`config.mk`:
```
export PLATFORM = sky130hd
export DESIGN_NAME = cache_bus_arbiter
export DESIGN_NICKNAME = d
export VERILOG_FILES = /design/src/rtl/cache_bus_arbiter.sv
export SDC_FILE = /design/constraint.sdc
export NUM_CORES = 2
export LEC_CHECK = 0
export BUFFER_PORTS_ARGS = -buffer_cell sky130_fd_sc_hd__buf_4
export CELL_PAD_IN_SITES_DETAIL_PLACEMENT = 2
export CELL_PAD_IN_SITES_GLOBAL_PLACEMENT = 2
export CORE_AREA = 8 8 708 710
export DETAILED_ROUTE_END_ITERATION = 6
export DIE_AREA = 0 0 716 718
export PLACE_DENSITY = 0.49
export SYNTH_ARGS = -nofsm -noshare
export SYNTH_HDL_FRONTEND = slang
export SYNTH_SLANG_ARGS = --single-unit
```
`constraint.sdc`:
```
create_clock -name clk -period 3.64 [get_ports clk]
set_input_delay 0.91 -clock clk [delete_from_list [all_inputs] [get_ports clk]]
set_output_delay 0.91 -clock clk [all_outputs]
set_load 0.02 [all_outputs]
```
`src/rtl/cache_bus_arbiter.sv`:
```
// Arbitrates the system bus between I-cache fills and D-cache fills/writebacks.
// Define ARB_ROUND_ROBIN_EN for round-robin tie-breaking; default is D-cache priority.
module cache_bus_arbiter #(
  parameter int BUS_DATA_WIDTH = 64,
  parameter int BUS_TAG_WIDTH  = 13,
  parameter int LINE_BITS      = 512
) (
  input  logic                      clk,
  input  logic                      reset,
  input  logic                      ic_req,
  input  logic [63:0]               ic_addr,
  output logic [LINE_BITS-1:0]      ic_line,
  output logic [9:0]                ic_offset,
  input  logic                      dc_req,
  input  logic                      dc_we,
  input  logic [63:0]               dc_addr,
  input  logic [LINE_BITS-1:0]      dc_wdata,
  output logic [LINE_BITS-1:0]      dc_line,
  output logic [9:0]                dc_offset,
  output logic                      bus_reqcyc,
  output logic [BUS_DATA_WIDTH-1:0] bus_req,
  output logic [BUS_TAG_WIDTH-1:0]  bus_reqtag,
  input  logic                      bus_reqack,
  input  logic                      bus_respcyc,
  input  logic [BUS_DATA_WIDTH-1:0] bus_resp,
  input  logic [BUS_TAG_WIDTH-1:0]  bus_resptag,
  output logic                      bus_respack,
  output logic                      busy
);

  localparam int BEATS = LINE_BITS / BUS_DATA_WIDTH;
  localparam logic [BUS_TAG_WIDTH-1:0] TAG_RD = BUS_TAG_WIDTH'(13'h0100);
  localparam logic [BUS_TAG_WIDTH-1:0] TAG_WR = BUS_TAG_WIDTH'(13'h1100);
  localparam logic [63:0] ALIGN_MASK = ~64'(LINE_BITS / 8 - 1);

  typedef enum logic [2:0] {IDLE, REQ, RDATA, WDATA, DONE} state_t;

  state_t                   state_q, state_d;
  logic [3:0]               cnt_q, cnt_d;
  logic [63:0]              addr_q, addr_d;
  logic                     gnt_dc_q, gnt_dc_d;
  logic                     we_q, we_d;
  logic [LINE_BITS-1:0]     wdata_q, wdata_d;
  logic [LINE_BITS-1:0]     ic_line_q, ic_line_d;
  logic [LINE_BITS-1:0]     dc_line_q, dc_line_d;
  logic                     last_dc_q, last_dc_d;

  logic                     pick_dc;
  logic [BUS_TAG_WIDTH-1:0] tag;
  logic [9:0]               prog;
  logic [3:0]               cnt_inc;
  logic                     last_beat;
  int unsigned              base;

  always_comb begin
    state_d   = state_q;
    cnt_d     = cnt_q;
    addr_d    = addr_q;
    gnt_dc_d  = gnt_dc_q;
    we_d      = we_q;
    wdata_d   = wdata_q;
    ic_line_d = ic_line_q;
    dc_line_d = dc_line_q;
    last_dc_d = last_dc_q;

    bus_reqcyc  = 1'b0;
    bus_req     = '0;
    bus_reqtag  = '0;
    bus_respack = 1'b0;
    ic_offset   = '0;
    dc_offset   = '0;
    prog        = '0;

    tag       = we_q ? TAG_WR : TAG_RD;
    base      = cnt_q * BUS_DATA_WIDTH;
    last_beat = (cnt_q == 4'(BEATS - 1));
    cnt_inc   = (cnt_q == 4'(BEATS)) ? cnt_q : cnt_q + 4'd1;

`ifdef ARB_ROUND_ROBIN_EN
    pick_dc = dc_req && !(ic_req && last_dc_q);
`else
    pick_dc = dc_req;
`endif

    case (state_q)
      IDLE: begin
        if (ic_req || dc_req) begin
          gnt_dc_d  = pick_dc;
          we_d      = pick_dc && dc_we;
          addr_d    = (pick_dc ? dc_addr : ic_addr) & ALIGN_MASK;
          last_dc_d = pick_dc;
          cnt_d     = '0;
          if (pick_dc) wdata_d = dc_wdata;
          state_d   = REQ;
        end
      end
      REQ: begin
        bus_reqcyc = 1'b1;
        bus_req    = BUS_DATA_WIDTH'(addr_q);
        bus_reqtag = tag;
        if (bus_reqack) begin
          cnt_d   = '0;
          state_d = we_q ? WDATA : RDATA;
        end
      end
      RDATA: begin
        prog = 10'(base);
        if (bus_respcyc && bus_resptag == tag) begin
          bus_respack = 1'b1;
          if (gnt_dc_q) dc_line_d[base +: BUS_DATA_WIDTH] = bus_resp;
          else          ic_line_d[base +: BUS_DATA_WIDTH] = bus_resp;
          cnt_d = cnt_inc;
          if (last_beat) state_d = DONE;
        end
      end
      WDATA: begin
        prog       = 10'(base);
        bus_reqcyc = 1'b1;
        bus_req    = wdata_q[base +: BUS_DATA_WIDTH];
        bus_reqtag = tag;
        if (bus_reqack) begin
          cnt_d = cnt_inc;
          if (last_beat) state_d = DONE;
        end
      end
      DONE: begin
        prog    = 10'(LINE_BITS);
        cnt_d   = '0;
        state_d = IDLE;
      end
      default: state_d = IDLE;
    endcase

    // Only the granted side reports progress; the other stays at zero.
    if (gnt_dc_q) dc_offset = prog;
    else          ic_offset = prog;
  end

  always_ff @(posedge clk or negedge reset) begin
    if (!reset) begin
      state_q   <= IDLE;
      cnt_q     <= '0;
      addr_q    <= '0;
      gnt_dc_q  <= 1'b0;
      we_q      <= 1'b0;
      wdata_q   <= '0;
      ic_line_q <= '0;
      dc_line_q <= '0;
      last_dc_q <= 1'b1;
    end else begin
      state_q   <= state_d;
      cnt_q     <= cnt_d;
      addr_q    <= addr_d;
      gnt_dc_q  <= gnt_dc_d;
      we_q      <= we_d;
      wdata_q   <= wdata_d;
      ic_line_q <= ic_line_d;
      dc_line_q <= dc_line_d;
      last_dc_q <= last_dc_d;
    end
  end

  assign ic_line = ic_line_q;
  assign dc_line = dc_line_q;
  assign busy    = (state_q != IDLE);

endmodule
```
==> flow_summary.toml <==
[route]
drtIter0Drc = 2141
vias = 49800
wl_per_cell_um = 29.2
routed_wirelength_um = 400000
drt_first_pass_iters = 4
routed_via_density = 3.63
route.detailed.drc = 0
ant_nets = 0

[final_layout]
area_growth_pct = 48.5
drive_gt1_share_pct = 46.8
final_nets = 7731
fin_cells = 13700
fill_cells = 54700

[sta]
finalSetupViolCount = 64
drv_slew = 0
rsz0062_at_grt = "yes"
tns_ps = -15010
post-route-min-period_ps = 3970
max_slew_margin_pct = 38.1
clock_skew_ps = 51.9
fmax_mhz = 252
hold_viol_final = 0
fin_crit_sh_pct = 109
layout_setup_ws_ps = -332
worstMarginPinSlew_ps = 929

[grt]
overflow = 0
grt_max_degree = 129
grt_pass1_wl_um = 532000
antenna_found_initial = 145
grt_pass1_vias = 56500
grt_usage_pct = 15.0
busiest_layer = "met2"
grt_use_met3_pct = 3.96
grtUsageMet2_pct = 28.3
grt_use_met1_pct = 15.9

[logic_synthesis]
synth_top_area_share_pct = 62.2
ys_ff_latch = 1603
synthFlopType = "dfrtp_1"
async_flop_share_pct = 100
yosysWarnings = 0
synth_common_cells = "1603 x dfrtp_1, 1083 x nand2_1, 892 x o21ai_0, 643 x mux2_2, 233 x clkbuf_1"
yosysUniqueCellTypes = 52
ys_seq_area_share_pct = 62.2
syn_area_mm2 = 0.0645
synth_area_leader_cell = "dfrtp_1"
synth_edf_count = 0
synthCells = 5080
synth_area_leaders = "dfrtp_1 62%, mux2_2 11%, o21ai_0 6.9%"
synth.avg_cell_area_um2 = 12.7
yosysMostFrequentCell = "dfrtp_1"

[hold_path]
hold_class = "in -> reg"
hold-path-cell-count = 2
hold_start = "dc_wdata[83]"
min_to = "wdata_q[83]$_DFFE_PN0P_"

[floorplan]
die_w_um = 716
die_h_um = 718
io_pins = 1848
core_area_mm2 = 0.491
start_util_pct = 13.1
rows = 258
die-area_mm2 = 0.514

[clock_tree]
cts.sinks = 1603
clockBufferDepth = 4
cts_root_buf = "clkbuf_16"
cts_tree = "done"
clk_pin_slew_ps = 60
clk_latency_ps = 880
cts_buffers = 209
htree_levels = 4

[power_and_ir_drop]
clkPwrFrac_pct = 35.3
leakagePower_nw = 43.2
p_per_area_mw_per_mm2 = 651
max-vdd-ir-drop_mv = 0.398
p_seq_share_pct = 37.2
pwr-share-comb_pct = 27.4
swShare_pct = 31.8
switchingPower_mw = 19.8
p_int_mw = 42.5

[worst_setup_path]
worstPathArrival_ps = 3060
r2r_cells = 12
r2r-start = "cnt_q[0]$_DFFE_PN0P_"
end_kind = "output pin"
worstPathMaxFanout = 6
critPathKind = "reg -> out"
timing.rr.end = "dc_line[301]$_DFFE_PN0P_"
critPathLaunchType = "register"
required_ps = 2730
regToRegSetupSlack_ps = 160

[status]
outcome = "finished, violations left"
violations = "negative setup slack"

[placement]
dpl.cell_count = 13300
place.gp.congestion = 0.943
numPortBuffers = 1812
dp_hpwl_um = 318000

[run]
cap_violations = 0
[metrics by stage]
stage / instance area (um2) / util (%) / total power [mW] / setup WS (ps) / hold WS [ps]
3_5_place_dp: 87200 / 17.8 / 39.9 / 90.3 / 471
3_3_place_gp: 87200 / 17.8 / 39.3 / 74.0 / 466
4_1_cts: 95500 / 19.4 / 63.8 / -546 / 104
2_1_floorplan: 64600 / - / 31.5 / 301 / 450
5_1_grt: 95700 / 19.5 / 65.4 / -471 / 153
6_report: 95700 / 19.5 / 62.3 / -332 / 240
[worst max-delay path by stage]
| stage | start | endpoint | slack [ps] | depth (start not counted) |
|---|---|---|---|---|
| floorplan | cnt_q[2]$_DFFE_PN0P_ | dc_line[260]$_DFFE_PN0P_ | 300 | 12 |
| global placement | cnt_q[0]$_DFFE_PN0P_ | bus_req[8] | 70 | 7 |
| detailed placement | bus_resptag[4] | dc_line[251]$_DFFE_PN0P_ | 90 | 9 |
| CTS | cnt_q[0]$_DFFE_PN0P_ | bus_req[61] | -550 | 10 |
| global route | cnt_q[0]$_DFFE_PN0P_ | bus_req[61] | -470 | 9 |
| finish | cnt_q[0]$_DFFE_PN0P_ | bus_req[35] | -330 | 9 |
[area by class of cell]
type | count | area, um2 | area share (%)
multi-input cells | 3117 | 23000 | 24.0
inverters | 6 | 22.5 | 0.0235
clock inverters | 77 | 1130 | 1.18
diodes | 40 | 100 | 0.105
repair buffers | 2064 | 17100 | 17.8
flip-flops and latches | 1603 | 40100 | 41.9
well taps | 6500 | 8130 | 8.50
clock buffers | 308 | 6130 | 6.41
[critical path: stages (launching register included)]
cell and delay (ps):
dfrtp_4 510, buf_12 160, buf_16 150, buf_12 150
buf_12 130, mux4_2 440, mux2i_1 170, buf_4 190
o21ai_0 80, buf_4 190
[cells by family after synthesis]
| kind of cell | count (synthesis) | synth area share (%) |
|---|---|---|
| AO/OA/AOI/OAI | 908 | 7.12 |
| XOR/XNOR | 3 | 0.0408 |
| adder cells (fa/ha/maj) | 6 | 0.116 |
| buffers and inverters | 382 | 2.92 |
| flip-flops | 1603 | 62.2 |
| multiplexers | 1018 | 20.5 |
| other | 1 | 0.00582 |
| AND/OR/NAND/NOR | 1159 | 7.11 |
[per-layer routing]
metal  share of wire [%]  wire, um
met5                0.15       611
met3                 6.2     24900
met4                 4.4     17600
met2                  53    213000
met1                  36    144000
[cell usage in the layout, fill, tap and decap left out, types with 4 or more instances in the layout]
cell,synthesis,routed
clkbuf_8,0,53
mux2i_2,0,7
inv_1,6,6
nor3_1,6,6
clkinv_16,0,8
nand2_1,1083,1083
o21ai_0,892,866
buf_12,12,95
o21ai_4,0,7
and3_1,10,10
o21ai_1,1,10
mux2_2,643,643
o21ai_2,0,10
clkinvlp_4,0,7
clkinv_2,0,35
nand4_1,6,6
clkinv_4,0,4
mux2i_4,0,19
ha_1,6,6
mux2i_1,122,96
mux4_2,128,128
mux2_1,5,5
dfrtp_1,1603,1598
bufinv_16,0,18
clkbuf_1,233,46
buf_16,0,9
buf_4,25,1921
nor2_1,14,13
mux2_4,120,120
diode_2,0,40
nand4b_1,8,8
conb_1,1,23
clkbuf_16,0,209
buf_6,8,30
buf_8,0,6
[registers in the layout (all words and copies together), names as in the netlist]
name	count
wdata_q	512
dc_line	512
ic_line	512
gnt_dc_q	1
we_q	1
state_q	3
cnt_q	4
addr_q	58
[power by group through the flow]
stage / clock network, mW / registers (mW) / logic, mW
finish: 22.0 / 23.2 / 17.1
global route: 23.4 / 23.6 / 18.4
CTS: 22.9 / 23.2 / 17.6
detailed placement: 0 / 23.6 / 16.3
global placement: 0 / 23.3 / 16.0
floorplan: 0 / 22.4 / 9.02
[repair_timing]
action | 4_1_cts | 5_1_grt
endpoints found under the hold margin | 42 | 0
setup endpoints to repair | 66 | 65
pin swaps | 1 | 5
hold buffers | 1 | 0
gates resized for setup | 132 | 47
gates cloned | 7 | 0
buffers inserted | 29 | 6
Note: power is estimated with default switching activity, not from simulation.
